==> src/rtl/serial_tx_pkg.sv <==
// ============================================================================
//  serial_tx_pkg
//  Shared types and constants for the framed serial transmitter.
//  Revision: 1.0
// ============================================================================
`default_nettype none

package serial_tx_pkg;

  typedef enum logic [2:0] {
    ST_IDLE   = 3'd0,
    ST_STARTB = 3'd1,
    ST_DATA   = 3'd2,
    ST_PAR    = 3'd3,
    ST_STOP   = 3'd4,
    ST_DONE   = 3'd5
  } tx_state_t;

  localparam int PAR_NONE = 0;
  localparam int PAR_EVEN = 1;
  localparam int PAR_ODD  = 2;

  localparam logic [7:0] CHR_CR = 8'h0D;
  localparam logic [7:0] CHR_LF = 8'h0A;

  // Bits per character: start + 8 data + optional parity + stop bits.
  function automatic int frame_bits(input int parity, input int stop);
    return 10 + ((parity != PAR_NONE) ? 1 : 0) + (stop - 1);
  endfunction

endpackage

`default_nettype wire

==> src/rtl/serial_baud_tick.sv <==
// ============================================================================
//  serial_baud_tick
//  Loadable bit-period down-counter; ticks once at the end of each bit.
//  Revision: 1.0
// ============================================================================
`default_nettype none

module serial_baud_tick #(
  parameter int DIV_W = 12
) (
  input  logic             CLK,
  input  logic             RESET,
  input  logic             i_load,
  input  logic             i_run,
  input  logic [DIV_W-1:0] i_period,
  output logic             o_tick
);

  logic [DIV_W-1:0] r_period;
  logic [DIV_W-1:0] r_count;

  // The period is captured together with the first load so later
  // changes on the divisor input cannot disturb a running transfer.
  always_ff @(posedge CLK or negedge RESET) begin
    if (!RESET) begin
      r_period <= '0;
      r_count  <= '0;
    end else if (i_load) begin
      r_period <= i_period;
      r_count  <= i_period;
    end else if (i_run) begin
      if (r_count == '0) begin
        r_count <= r_period;
      end else begin
        r_count <= r_count - 1'b1;
      end
    end
  end

  assign o_tick = i_run && (r_count == '0);

endmodule

`default_nettype wire

==> src/rtl/serial_frame_tx.sv <==
// ============================================================================
//  serial_frame_tx
//  Multi-character UART transmitter with START/END four-phase handshake.
//  Revision: 1.0
// ============================================================================
`default_nettype none

module serial_frame_tx
  import serial_tx_pkg::*;
#(
  parameter int BUFFLEN   = 10,
  parameter int DIV_W     = 12,
  parameter int PARITY    = 0,
  parameter int STOP_BITS = 1,
  parameter int LSB_FIRST = 1,
  parameter int TRAILER   = 0
) (
  input  logic                   CLK,
  input  logic                   RESET,
  input  logic                   START,
  input  logic                   ABORT,
  input  logic [DIV_W-1:0]       DIVISOR,
  input  logic [8*BUFFLEN-1:0]   BUFFER,
  output logic                   TXD,
  output logic                   BUSY,
  output logic                   END,
  output logic                   ABORTED
);

  localparam int c_NUM_CHARS  = BUFFLEN + 2 * TRAILER;
  localparam int c_FRAME_BITS = frame_bits(PARITY, STOP_BITS);
  localparam int c_CHR_W      = 7;
  localparam int c_POS_W      = 4;

  localparam logic [c_POS_W-1:0] c_LAST_DATA_POS = 4'd8;
  localparam logic [c_POS_W-1:0] c_LAST_POS      = c_POS_W'(c_FRAME_BITS - 1);
  localparam logic [c_CHR_W-1:0] c_LAST_CHR      = c_CHR_W'(c_NUM_CHARS - 1);
  localparam logic               c_HAS_PAR       = (PARITY != PAR_NONE);
  localparam logic               c_ODD_PAR       = (PARITY == PAR_ODD);

  tx_state_t            r_state;
  tx_state_t            w_state_nxt;
  logic [c_POS_W-1:0]   r_pos;
  logic [c_POS_W-1:0]   w_pos_nxt;
  logic [c_CHR_W-1:0]   r_chr;
  logic [c_CHR_W-1:0]   w_chr_nxt;
  logic [8*BUFFLEN-1:0] r_buf;

  logic r_txd,     w_txd_nxt;
  logic r_busy,    w_busy_nxt;
  logic r_end,     w_end_nxt;
  logic r_aborted, w_aborted_nxt;

  logic             w_load;
  logic             w_run;
  logic             w_tick;
  logic [DIV_W-1:0] w_div_clamped;
  logic [7:0]       w_char;
  logic [2:0]       w_bit_sel;
  logic             w_next_bit;
  logic             w_parity;

  assign w_div_clamped = (DIVISOR == '0) ? DIV_W'(1) : DIVISOR;

  assign w_run = (r_state == ST_STARTB) || (r_state == ST_DATA) ||
                 (r_state == ST_PAR)    || (r_state == ST_STOP);

  serial_baud_tick #(
    .DIV_W (DIV_W)
  ) u_baud (
    .CLK      (CLK),
    .RESET    (RESET),
    .i_load   (w_load),
    .i_run    (w_run),
    .i_period (w_div_clamped),
    .o_tick   (w_tick)
  );

  // Character 0 occupies the most significant byte of the buffer; indices
  // past the payload select the CR LF trailer.
  always_comb begin
    w_char = CHR_LF;
    for (int k = 0; k < BUFFLEN; k++) begin
      if (r_chr == c_CHR_W'(k)) begin
        w_char = r_buf[8*(BUFFLEN-1-k) +: 8];
      end
    end
    if ((TRAILER != 0) && (r_chr == c_CHR_W'(BUFFLEN))) begin
      w_char = CHR_CR;
    end
  end

  // r_pos counts frame bits; while a data bit is on the line, r_pos[2:0]
  // already names the data bit that goes out next.
  assign w_bit_sel  = (LSB_FIRST != 0) ? r_pos[2:0] : (3'd7 - r_pos[2:0]);
  assign w_next_bit = w_char[w_bit_sel];
  assign w_parity   = (^w_char) ^ c_ODD_PAR;

  always_comb begin
    w_state_nxt   = r_state;
    w_pos_nxt     = r_pos;
    w_chr_nxt     = r_chr;
    w_txd_nxt     = r_txd;
    w_busy_nxt    = r_busy;
    w_end_nxt     = r_end;
    w_aborted_nxt = r_aborted;
    w_load        = 1'b0;

    if (w_run && ABORT) begin
      w_state_nxt   = ST_DONE;
      w_txd_nxt     = 1'b1;
      w_busy_nxt    = 1'b0;
      w_end_nxt     = 1'b1;
      w_aborted_nxt = 1'b1;
    end else begin
      case (r_state)
        ST_IDLE: begin
          if (START && !r_end) begin
            w_state_nxt   = ST_STARTB;
            w_pos_nxt     = '0;
            w_chr_nxt     = '0;
            w_txd_nxt     = 1'b0;
            w_busy_nxt    = 1'b1;
            w_aborted_nxt = 1'b0;
            w_load        = 1'b1;
          end
        end

        ST_STARTB: begin
          if (w_tick) begin
            w_state_nxt = ST_DATA;
            w_pos_nxt   = r_pos + 1'b1;
            w_txd_nxt   = w_next_bit;
          end
        end

        ST_DATA: begin
          if (w_tick) begin
            w_pos_nxt = r_pos + 1'b1;
            if (r_pos != c_LAST_DATA_POS) begin
              w_txd_nxt = w_next_bit;
            end else if (c_HAS_PAR) begin
              w_state_nxt = ST_PAR;
              w_txd_nxt   = w_parity;
            end else begin
              w_state_nxt = ST_STOP;
              w_txd_nxt   = 1'b1;
            end
          end
        end

        ST_PAR: begin
          if (w_tick) begin
            w_state_nxt = ST_STOP;
            w_pos_nxt   = r_pos + 1'b1;
            w_txd_nxt   = 1'b1;
          end
        end

        ST_STOP: begin
          if (w_tick) begin
            if (r_pos != c_LAST_POS) begin
              w_pos_nxt = r_pos + 1'b1;
            end else if (r_chr != c_LAST_CHR) begin
              // Back-to-back characters: next start bit follows immediately.
              w_state_nxt = ST_STARTB;
              w_pos_nxt   = '0;
              w_chr_nxt   = r_chr + 1'b1;
              w_txd_nxt   = 1'b0;
            end else begin
              w_state_nxt = ST_DONE;
              w_txd_nxt   = 1'b1;
              w_busy_nxt  = 1'b0;
              w_end_nxt   = 1'b1;
            end
          end
        end

        ST_DONE: begin
          if (!START) begin
            w_state_nxt = ST_IDLE;
            w_end_nxt   = 1'b0;
          end
        end

        default: begin
          w_state_nxt = ST_IDLE;
          w_txd_nxt   = 1'b1;
          w_busy_nxt  = 1'b0;
          w_end_nxt   = 1'b0;
        end
      endcase
    end
  end

  always_ff @(posedge CLK or negedge RESET) begin
    if (!RESET) begin
      r_state   <= ST_IDLE;
      r_pos     <= '0;
      r_chr     <= '0;
      r_txd     <= 1'b1;
      r_busy    <= 1'b0;
      r_end     <= 1'b0;
      r_aborted <= 1'b0;
    end else begin
      r_state   <= w_state_nxt;
      r_pos     <= w_pos_nxt;
      r_chr     <= w_chr_nxt;
      r_txd     <= w_txd_nxt;
      r_busy    <= w_busy_nxt;
      r_end     <= w_end_nxt;
      r_aborted <= w_aborted_nxt;
    end
  end

  always_ff @(posedge CLK or negedge RESET) begin
    if (!RESET) begin
      r_buf <= '0;
    end else if (w_load) begin
      r_buf <= BUFFER;
    end
  end

  assign TXD     = r_txd;
  assign BUSY    = r_busy;
  assign END     = r_end;
  assign ABORTED = r_aborted;

endmodule

`default_nettype wire

==> config.mk <==
export PLATFORM = sky130hd
export DESIGN_NAME = serial_frame_tx
export DESIGN_NICKNAME = d
export VERILOG_FILES = /design/src/rtl/serial_tx_pkg.sv /design/src/rtl/serial_baud_tick.sv /design/src/rtl/serial_frame_tx.sv
export SDC_FILE = /design/constraint.sdc
export NUM_CORES = 1
export LEC_CHECK = 0
export BUFFER_PORTS_ARGS = -buffer_cell sky130_fd_sc_hd__buf_2
export CAP_MARGIN = 20
export CORE_ASPECT_RATIO = 0.7
export CORE_MARGIN = 2
export CORE_UTILIZATION = 52
export CTS_CLUSTER_SIZE = 40
export DETAILED_ROUTE_END_ITERATION = 16
export HOLD_SLACK_MARGIN = 0.05
export MAX_ROUTING_LAYER = met4
export PLACE_DENSITY = 0.83
export SYNTH_ARGS = -nofsm -noshare
export SYNTH_HDL_FRONTEND = slang
export SYNTH_SLANG_ARGS = --single-unit
export TNS_END_PERCENT = 20
==> constraint.sdc <==
create_clock -name CLK -period 2.55 [get_ports CLK]
set_clock_uncertainty 0.05 [all_clocks]
set_input_delay 0.255 -clock CLK [delete_from_list [all_inputs] [get_ports CLK]]
set_output_delay 0.255 -clock CLK [all_outputs]
set_load 0.1 [all_outputs]
After elaboration in Yosys (flattened, before gate mapping)

Cells that the tools add are included.
W data, S select, Z words.

Bits in registers: 122
Bits of input ports: 96
Logic and storage cells: 141
Output and inout port bits: 4

Mux-type cells: 65
Order comparisons: 1
Equal/unequal tests: 35
Bitwise gates (word level): 1
Add/sub/neg operators: 3
Reductions and logical operators: 26

Operators with widths:

| operator                | number |
|---|---|
| $mux W8                 | 10 |
| $mux W12                | 4 |
| $mux W3                 | 10 |
| $eq A7 B3 Y1 const B    | 4 |
| $mux W7                 | 4 |
| $mux W1                 | 25 |
| $logic_not A12 Y1       | 2 |
| $mux W4                 | 5 |
| $pmux W3 S6             | 1 |
| $ne A3 B1 Y1 const B    | 5 |
| $ne A3 B3 Y1 const B    | 5 |
| $eq A7 B2 Y1 const B    | 2 |
| $eq A7 B4 Y1 const B    | 2 |
| $pmux W7 S2             | 1 |
| $pmux W4 S3             | 1 |
| $reduce_and A6 Y1       | 2 |
| $sub A12 B1 Y12 const B | 1 |
| $ne A2 B1 Y1 const B    | 5 |
| $reduce_and A5 Y1       | 2 |
| $ne A4 B4 Y1 const B    | 2 |
| $reduce_and A8 Y1       | 1 |
| $reduce_bool A2 Y1      | 4 |
| $reduce_or A4 Y1        | 2 |
| $add A7 B1 Y7 const B   | 1 |
| other kinds (21)        | 30 |

Logic depth before layout (Yosys ltp)

Gate-level depths: netlist (run 1).

Word-level depth: 17
Depth in mapped cells: 12

Modules after synthesis

A second synthesis (run 1) with hierarchy kept.

Cells, all modules: 628
Area, all modules: 6550.0 µm²

By module, submodules not included:

| module           | area an instance (µm²) | seq. area each (µm²) | cells each | instances |
|---|---|---|---|---|
| serial_frame_tx  | 5159.9                 | 2453.6               | 488        | 1 |
| serial_baud_tick | 1390.1                 | 600.6                | 140        | 1 |

Worst setup path after synthesis (run 1)

OpenSTA, ideal clock, no wires.

Kind: reg-to-reg
Start: reg r_chr[1]
End: reg r_txd, in the netlist TXD
Arrival: 2.394 ns
Stages on the path, launching flop included: 13
Buffers on the path: 2
Required time: 2.432 ns
Path slack: 0.038 ns
Clock period less this slack: 2.512 ns
Setup time: 0.068 ns
Cell sequence: dfrtp_1 -> inv_1 -> ha_1 -> buf_2 -> or4b_1 -> buf_4 -> nor2_8 -> a2111oi_1 -> o31a_1 -> a211o_1 -> a32oi_1 -> nor2_1 -> a21oi_2

Word-level cells in the longest chain between the ends: 17

Ends and longest elaborated chain:

| item                          | RTL line               | text |
|---|---|---|
| start: declaration            | serial_frame_tx.sv:45  | `logic [c_CHR_W-1:0] r_chr;` |
| start signal: assignment      | serial_frame_tx.sv:208 | `r_chr <= w_chr_nxt;` |
| $logic_not A7 Y1              | serial_frame_tx.sv:84  | `if (r_chr == c_CHR_W'(k)) begin` |
| $mux W8 (10 in a row)         | serial_frame_tx.sv:84  |  |
| $bmux W1 S3                   | serial_frame_tx.sv:96  | `assign w_next_bit = w_char[w_bit_sel];` |
| $mux W1 (implied by the code) | serial_frame_tx.sv:96  |  |
| $mux W1                       | serial_frame_tx.sv:140 | `if (r_pos != c_LAST_DATA_POS) begin` |
| $mux W1                       | serial_frame_tx.sv:138 | `if (w_tick) begin` |
| $pmux W1 S6 (*)               | serial_frame_tx.sv:116 | `case (r_state)` |
| $mux W1 (*)                   | serial_frame_tx.sv:109 | `if (w_run && ABORT) begin` |
| end signal: assignment        | serial_frame_tx.sv:209 | `r_txd <= w_txd_nxt;` |
| end: declaration              | serial_frame_tx.sv:49  | `logic r_txd, w_txd_nxt;` |

Every way passes the cells marked *; elsewhere a longest branch is shown, timed or not. The select of a mux whose other input is x is not followed.
A chain may end at the register's enable or synchronous reset.

Worst setup path after layout (run 1)

Same ends and word-level chain as after synthesis.

==> out/metrics.cfg, run 1 <==
[synthesis]
synth_cells = 775
ys_types = 75
syn_area_um2 = 6410
synth_fp_nets = 880
synth_top_family_by_area = simple AND/OR/NAND/NOR gates
yosys.area_share.xor_xnor = 0.0150
synth_compound_area_frac = 0.153
ys_dominant_reg_cell = dfrtp_1
synth_seq_cells = 122
synthAdderAreaFrac = 0.0176
ys_async_sr_fraction = 1.00
ys_warn_count = 0
muxShareOfSynthArea = 0.00644
synth.yosys.seq_area_share = 0.476
synth_edf_count = 0
synthSimpleGateAreaFrac = 0.294
post_synth.cell_area_avg_um2 = 8.27

[pwr]
p_per_area_nw_per_um2 = 1150
irDropWorstVdd_uv = 756
power.leakage_nw = 4.33

[routing]
viasPerCell = 5.81
vias = 6718
drtIter0Drc = 809
dr.pass1.iters = 8
wl_per_cell_um = 18.2
drc_errors = 0
routed_wl_um = 21100
ant_nets = 0

[global_routing]
grt_pass1_wl_um = 33900
grt_pass1_vias = 6586
grtUsageTotal = 0.340
grt.overflow.total = 0
antenna_found_initial = 0
grt_start_max_net_pins = 108

[worst_setup_path]
path_cells = inv_2 -> ha_4 -> or4b_4 -> buf_12 -> nor2_8 -> buf_4 -> nand2_1 -> a22oi_1 -> o32ai_1 -> o21ai_1 -> o311ai_2 -> a21oi_2
critical_path_class = reg2reg
worst-path-buf-inv = 3
critPathTopFamily = compound AO/OA/AOI/OAI gates
critPathSlowestCell = or4b_4
cp_max_fo = 6
required_ns = 2.85
endpoint_kind = flip-flop
crit_path_start_kind = flip-flop
slowest_delay_ns = 0.54
arrival_ns = 2.87

[die]
die_y_um = 96.9
fp-row-count = 33
dieArea_um2 = 13200
core_area_um2 = 11900
initial_core_util = 0.541
die_width_um = 137
io-pin-count = 100

[final_layout]
final_area_um2 = 8900
drive_gt1_frac = 0.220
nets = 1092
syn_to_final_growth_pct = 38.9
num_antenna_cells = 0

[sta]
layout_min_cycle_time_ns = 2.57
setup_viol = 1
max_freq_mhz = 389
hold_viol_final = 0
tightestPinTransition_ns = 0.604
layout_worst_path_cycle_share = 1.01
setup_slack_ns = -0.0182
slew_headroom = 0.587
drv_slew = 0
grt_setup_unrepaired = true

[placed_design]
dp_hpwl_um = 13000
finalWeightedCongestion = 0.983
port_buffers = 99
dpl_worst_slack_ns = -0.00432
place_area_um2 = 7280

[run_status]
violations = negative setup slack
run_status = finished with violations

[worst_hold_path]
min_path_type = in2reg

[clocking]
cts_tree = yes
clk_pin_slew_ns = 0.06
clockBufferDepth = 2
cts_sinks = 122
cts_root_buf = clkbuf_16
clk-insertion-delay-late_ns = 0.42
cts_made_buffers = 17
cts_max_level = 4

[job]
max_cap_viol_count = 0

## worst min-delay path, stage by stage
cell	delay (ns)
buf_2	0.10
nand2_1	0.09
nand2_1	0.07
## routing by layer
| layer | vias up | share of wire | track usage |
|---|---|---|---|
| li1 | 3082 | - | - |
| met1 | 3161 | 0.44 | 0.490 |
| met2 | 401 | 0.44 | 0.479 |
| met3 | 74 | 0.10 | 0.0812 |
| met4 | 0 | 0.025 | 0.0978 |
| met5 | - | 0 | - |
## cells in the final DEF, fill, tap and decap left out, types with 7 or more instances in the layout
cell type      synthesis  routed
dfrtp_1              121     121
inv_1                 11      10
o21ai_0               32      30
buf_4                  1      44
o22ai_1               13      13
a21oi_1               30      30
clkbuf_16              0      17
a221oi_1              14      13
nor2_1                48      46
nor3_1                 9       8
nand2_1              298     297
nand3_1               20      20
buf_2                  4      98
ha_1                   9       7
xor2_1                 7       7
dlygate4sd3_1          0      91
## path summary, 6_finish.rpt
check	start	end	slack, ns	cells after the start
max in group asynchronous	RESET	TXD$_DFFE_PN1P_	1.45	3
worst max register to register	r_chr[1]$_DFFE_PN0P_	TXD$_DFFE_PN1P_	-0.02	12
worst min-delay path	DIVISOR[1]	u_baud.r_period[1]$_DFFE_PN0P_	0.09	3
worst min register to register	u_baud.r_period[9]$_DFFE_PN0P_	u_baud.r_period[9]$_DFFE_PN0P_	0.43	2
worst max-delay path	r_chr[1]$_DFFE_PN0P_	TXD$_DFFE_PN1P_	-0.02	12
min in group asynchronous	RESET	r_buf[10]$_DFFE_PN0P_	0.32	2
## Yosys cell counts (4+ instances only)
library cell,instances,area [um^2]
a211oi_1,7,52.6
o22a_1,4,35.0
a221oi_1,14,123
ha_1,9,113
clkbuf_1,35,131
inv_1,11,41.3
o21ai_1,4,20.0
a31oi_1,6,37.5
buf_2,4,20.0
o221ai_1,4,35.0
nand2b_1,5,31.3
nor2_1,48,180
dfrtp_1,121,3030
o21ai_0,32,160
nand3_1,20,100
nand2_1,298,1120
nor4_1,6,37.5
nand4_1,4,25.0
xor2_1,7,61.3
nor3_1,9,45.0
a21oi_1,30,150
xnor2_1,4,35.0
o22ai_1,13,81.3
o211ai_1,5,37.5
## registers in the layout, summed over array words and instances, names as in the netlist
| name | cells |
|---|---|
| ABORTED | 1 |
| TXD | 1 |
| END | 1 |
| u_baud.r_period | 12 |
| BUSY | 1 |
| r_buf | 80 |
| r_state | 3 |
| r_pos | 4 |
| u_baud.r_count | 12 |
| r_chr | 7 |
## area by class of cell
class | instances | area, um^2
fill | 774 | 2950
inverter | 11 | 41.3
clock buffer | 21 | 480
multi-input combinational | 598 | 3180
sequential | 122 | 3050
clock inverter | 11 | 134
timing repair buffer | 237 | 1810
tap | 157 | 196
## timing repair
action	4_1_cts	5_1_grt
gates resized for setup	7	9
hold endpoints to repair	134	0
hold buffers	91	0
buffers inserted	3	1
cloned	0	0
pin swaps	5	9
setup endpoints to repair	1	4
## where the power goes
group	internal, mW	switching [mW]	total (mW)	leakage (nW)
clock network	1.56	0.936	2.49	0.289
registers	2.81	0.840	3.65	1.52
logic	1.65	2.43	4.08	2.51
## cell families (layout without fill, tap and decap cells)
logic type,after synthesis,count (layout)
xor+xnor,11,11
simple gates,428,428
compound gates,146,146
buf+inv,55,280
flops,122,122
mux,4,4
fa+ha+maj,9,9
## metrics by stage
stage	power (mW)	util	TNS [ns]	hold WS (ns)	cells
floorplan	5.95	-	0	-0.0906	775
CTS	9.99	0.747	-0.0131	0.0680	1157
global placement	7.13	0.614	0	0.232	1031
global route	10.8	0.751	-0.0793	0.0949	1157
detailed placement	7.25	0.614	-0.00432	0.233	1031
finish	10.2	0.751	-0.0182	0.0855	1157
Note: power is estimated with default switching activity, not from simulation.
==> run 2: changes to the inputs <==
REMOVE_ABC_BUFFERS = 1   (was not set)
==> run 2 against run 1 <==
The run still ends with negative setup slack left. Final area is 0.67% higher. Global-route usage up 1.3 points. Hold slack better by 0.083 ns. Critical endpoint unchanged.
==> out/metrics.cfg, run 2 (synthesis results as in run 1) <==
[routing]
ant_nets = 0  ; unchanged
viasPerCell = 5.97  ; +2.8%
drc_errors = 0  ; unchanged
drtIter0Drc = 959  ; +19%
wl_per_cell_um = 18.6  ; +2.2%
routed_wl_um = 21700  ; +2.9%
dr.pass1.iters = 7  ; -1
vias = 6950  ; +3.5%

[global_routing]
grt.overflow.total = 0  ; unchanged
grt_pass1_wl_um = 35000  ; +3.3%
antenna_found_initial = 0  ; unchanged
grt_start_max_net_pins = 123  ; +14%
grtUsageTotal = 0.353  ; +0.0126
grt_pass1_vias = 6996  ; +6.2%

[placed_design]
dp_hpwl_um = 12800  ; -1.6%
place_area_um2 = 7290  ; +0.21%
finalWeightedCongestion = 0.976  ; -0.68%
port_buffers = 99  ; unchanged

[worst_hold_path]
min_path_type = in2reg

[run_status]
run_status = finished with violations
violations = negative setup slack

[final_layout]
num-fill-cells = 770  ; -0.52%
fin_util = 0.756  ; +0.00507
syn_to_final_growth_pct = 39.8
num_antenna_cells = 0  ; unchanged
final_area_um2 = 8960  ; +0.67%
largest_reg_flops = 80  ; unchanged
layout_common_cells = nand2_1, dfrtp_1, buf_2
drive_gt1_frac = 0.227  ; +0.00741
layout_commonest_cell = nand2_1
nets = 1099  ; +0.64%
max_flop_register = r_buf
reg_top3 = r_buf: 80 flops, u_baud.r_count: 12 flops, u_baud.r_period: 12 flops

[die]
die_width_um = 137  ; unchanged
die_y_um = 96.9  ; unchanged
initial_core_util = 0.541  ; unchanged
core_area_um2 = 11900  ; unchanged
io-pin-count = 100  ; unchanged
fp-row-count = 33  ; unchanged
dieArea_um2 = 13200  ; unchanged

[clocking]
clk-insertion-delay-late_ns = 0.42  ; about the same
cts_made_buffers = 17  ; unchanged
cts_sinks = 122  ; unchanged
clockBufferDepth = 2  ; unchanged
cts_max_level = 4  ; unchanged
clk_pin_slew_ns = 0.06  ; about the same
cts_root_buf = clkbuf_16
cts_tree = yes

[worst_setup_path]
critical_path_class = reg2reg
crit_path_start_kind = flip-flop
required_ns = 2.85  ; about the same
cp_max_fo = 5  ; -1
arrival_ns = 2.89  ; +0.02 ns
endpoint_kind = flip-flop

[sta]
max_freq_mhz = 387  ; -0.58%
drv_slew = 0  ; unchanged
setup_slack_ns = -0.0331  ; -0.0149 ns
timing.hold.ws_ns = 0.169  ; +0.0830 ns
tightestPinTransition_ns = 0.999  ; +0.394 ns
slew_headroom = 0.329  ; -0.257
grt_setup_unrepaired = true
setup_viol = 1  ; unchanged
layout_min_cycle_time_ns = 2.58  ; +0.0149 ns
setup-tns-final_ns = -0.0331  ; -0.0149 ns
layout_worst_path_cycle_share = 1.01  ; +0.00584
hold_viol_final = 0  ; unchanged

[pwr]
power.leakage_nw = 4.35  ; +0.52%
p_per_area_nw_per_um2 = 1150  ; +0.16%
irDropWorstVdd_uv = 891  ; +18%

[job]
max_cap_viol_count = 0  ; unchanged

## run 2: cell types whose count changed in the layout (fill, tap and decap cells not counted), sizes merged
cell         previous run  this run
buf                   146       152
clkbuf                 21        18
clkinv                  1         4
clkinvlp                4         3
dlygate4sd3            91        92
inv                    15        16
## run 2: metal layers
layer / up-vias / wire length (um) / global-route usage
met3: 121 / 2630 / 0.109
li1: 3100 / - / -
met5: - / 0 / -
met4: 0 / 914 / 0.141
met2: 490 / 9600 / 0.519
met1: 3239 / 8510 / 0.455
## run 2: path summary, 6_finish.rpt
kind / from / end / slack, ns / depth (start not counted)
worst max-delay path: r_chr[1]$_DFFE_PN0P_ / TXD$_DFFE_PN1P_ / -0.03 / 11
worst min-delay path: DIVISOR[0] / u_baud.r_period[0]$_DFFE_PN0P_ / 0.17 / 3
worst max register to register: r_chr[1]$_DFFE_PN0P_ / TXD$_DFFE_PN1P_ / -0.03 / 11
worst min register to register: r_buf[3]$_DFFE_PN0P_ / r_buf[3]$_DFFE_PN0P_ / 0.43 / 2
max in group asynchronous: RESET / r_chr[4]$_DFFE_PN0P_ / 1.55 / 3
min in group asynchronous: RESET / END$_DFFE_PN0P_ / 0.43 / 3
## run 2: final cells by class
type                            instances  area (um^2)  share of cell area
Sequential cell                       122         3060               0.341
Inverter                               11         41.3             0.00461
Timing Repair Buffer                  244         1870               0.209
Clock inverter                         14          161              0.0180
Multi-Input combinational cell        598         3210               0.358
Clock buffer                           18          429              0.0479
Tap cell                              157          196              0.0219
## run 2: metrics by stage
step / power [mW] / setup slack [ns] / instances
after global placement: 7.09 / 0.0355 / 1033
after floorplan: 5.84 / -2.18 / 731
final: 10.3 / -0.0331 / 1164
after detailed placement: 7.22 / -0.00834 / 1033
after global routing: 10.9 / -0.114 / 1164
after CTS: 9.96 / 0.0122 / 1163
## run 2: where the power goes
| group | total, mW | switching, mW | internal [mW] |
|---|---|---|---|
| logic | 4.28 | 2.56 | 1.72 |
| clock network | 2.41 | 0.953 | 1.46 |
| registers | 3.63 | 0.813 | 2.81 |
## run 2: worst max-delay path: stages (launching register included)
cell and delay (ns):
dfrtp_1 0.39, inv_2 0.08, ha_4 0.12, or4b_4 0.54
buf_12 0.17, nor2_8 0.11, a2111oi_1 0.06, o31a_1 0.26
a211o_1 0.30, a32oi_1 0.22, nor2_1 0.08, a21oi_2 0.13
## run 2: what timing repair did
item                                    4_1_cts  5_1_grt
endpoints found under the setup margin        1        5
hold endpoints to repair                    220        0
pin swaps                                    10        9
hold buffers                                 92        0
gates cloned                                  0        0
gates resized for setup                      10       13
buffers inserted                              6        2
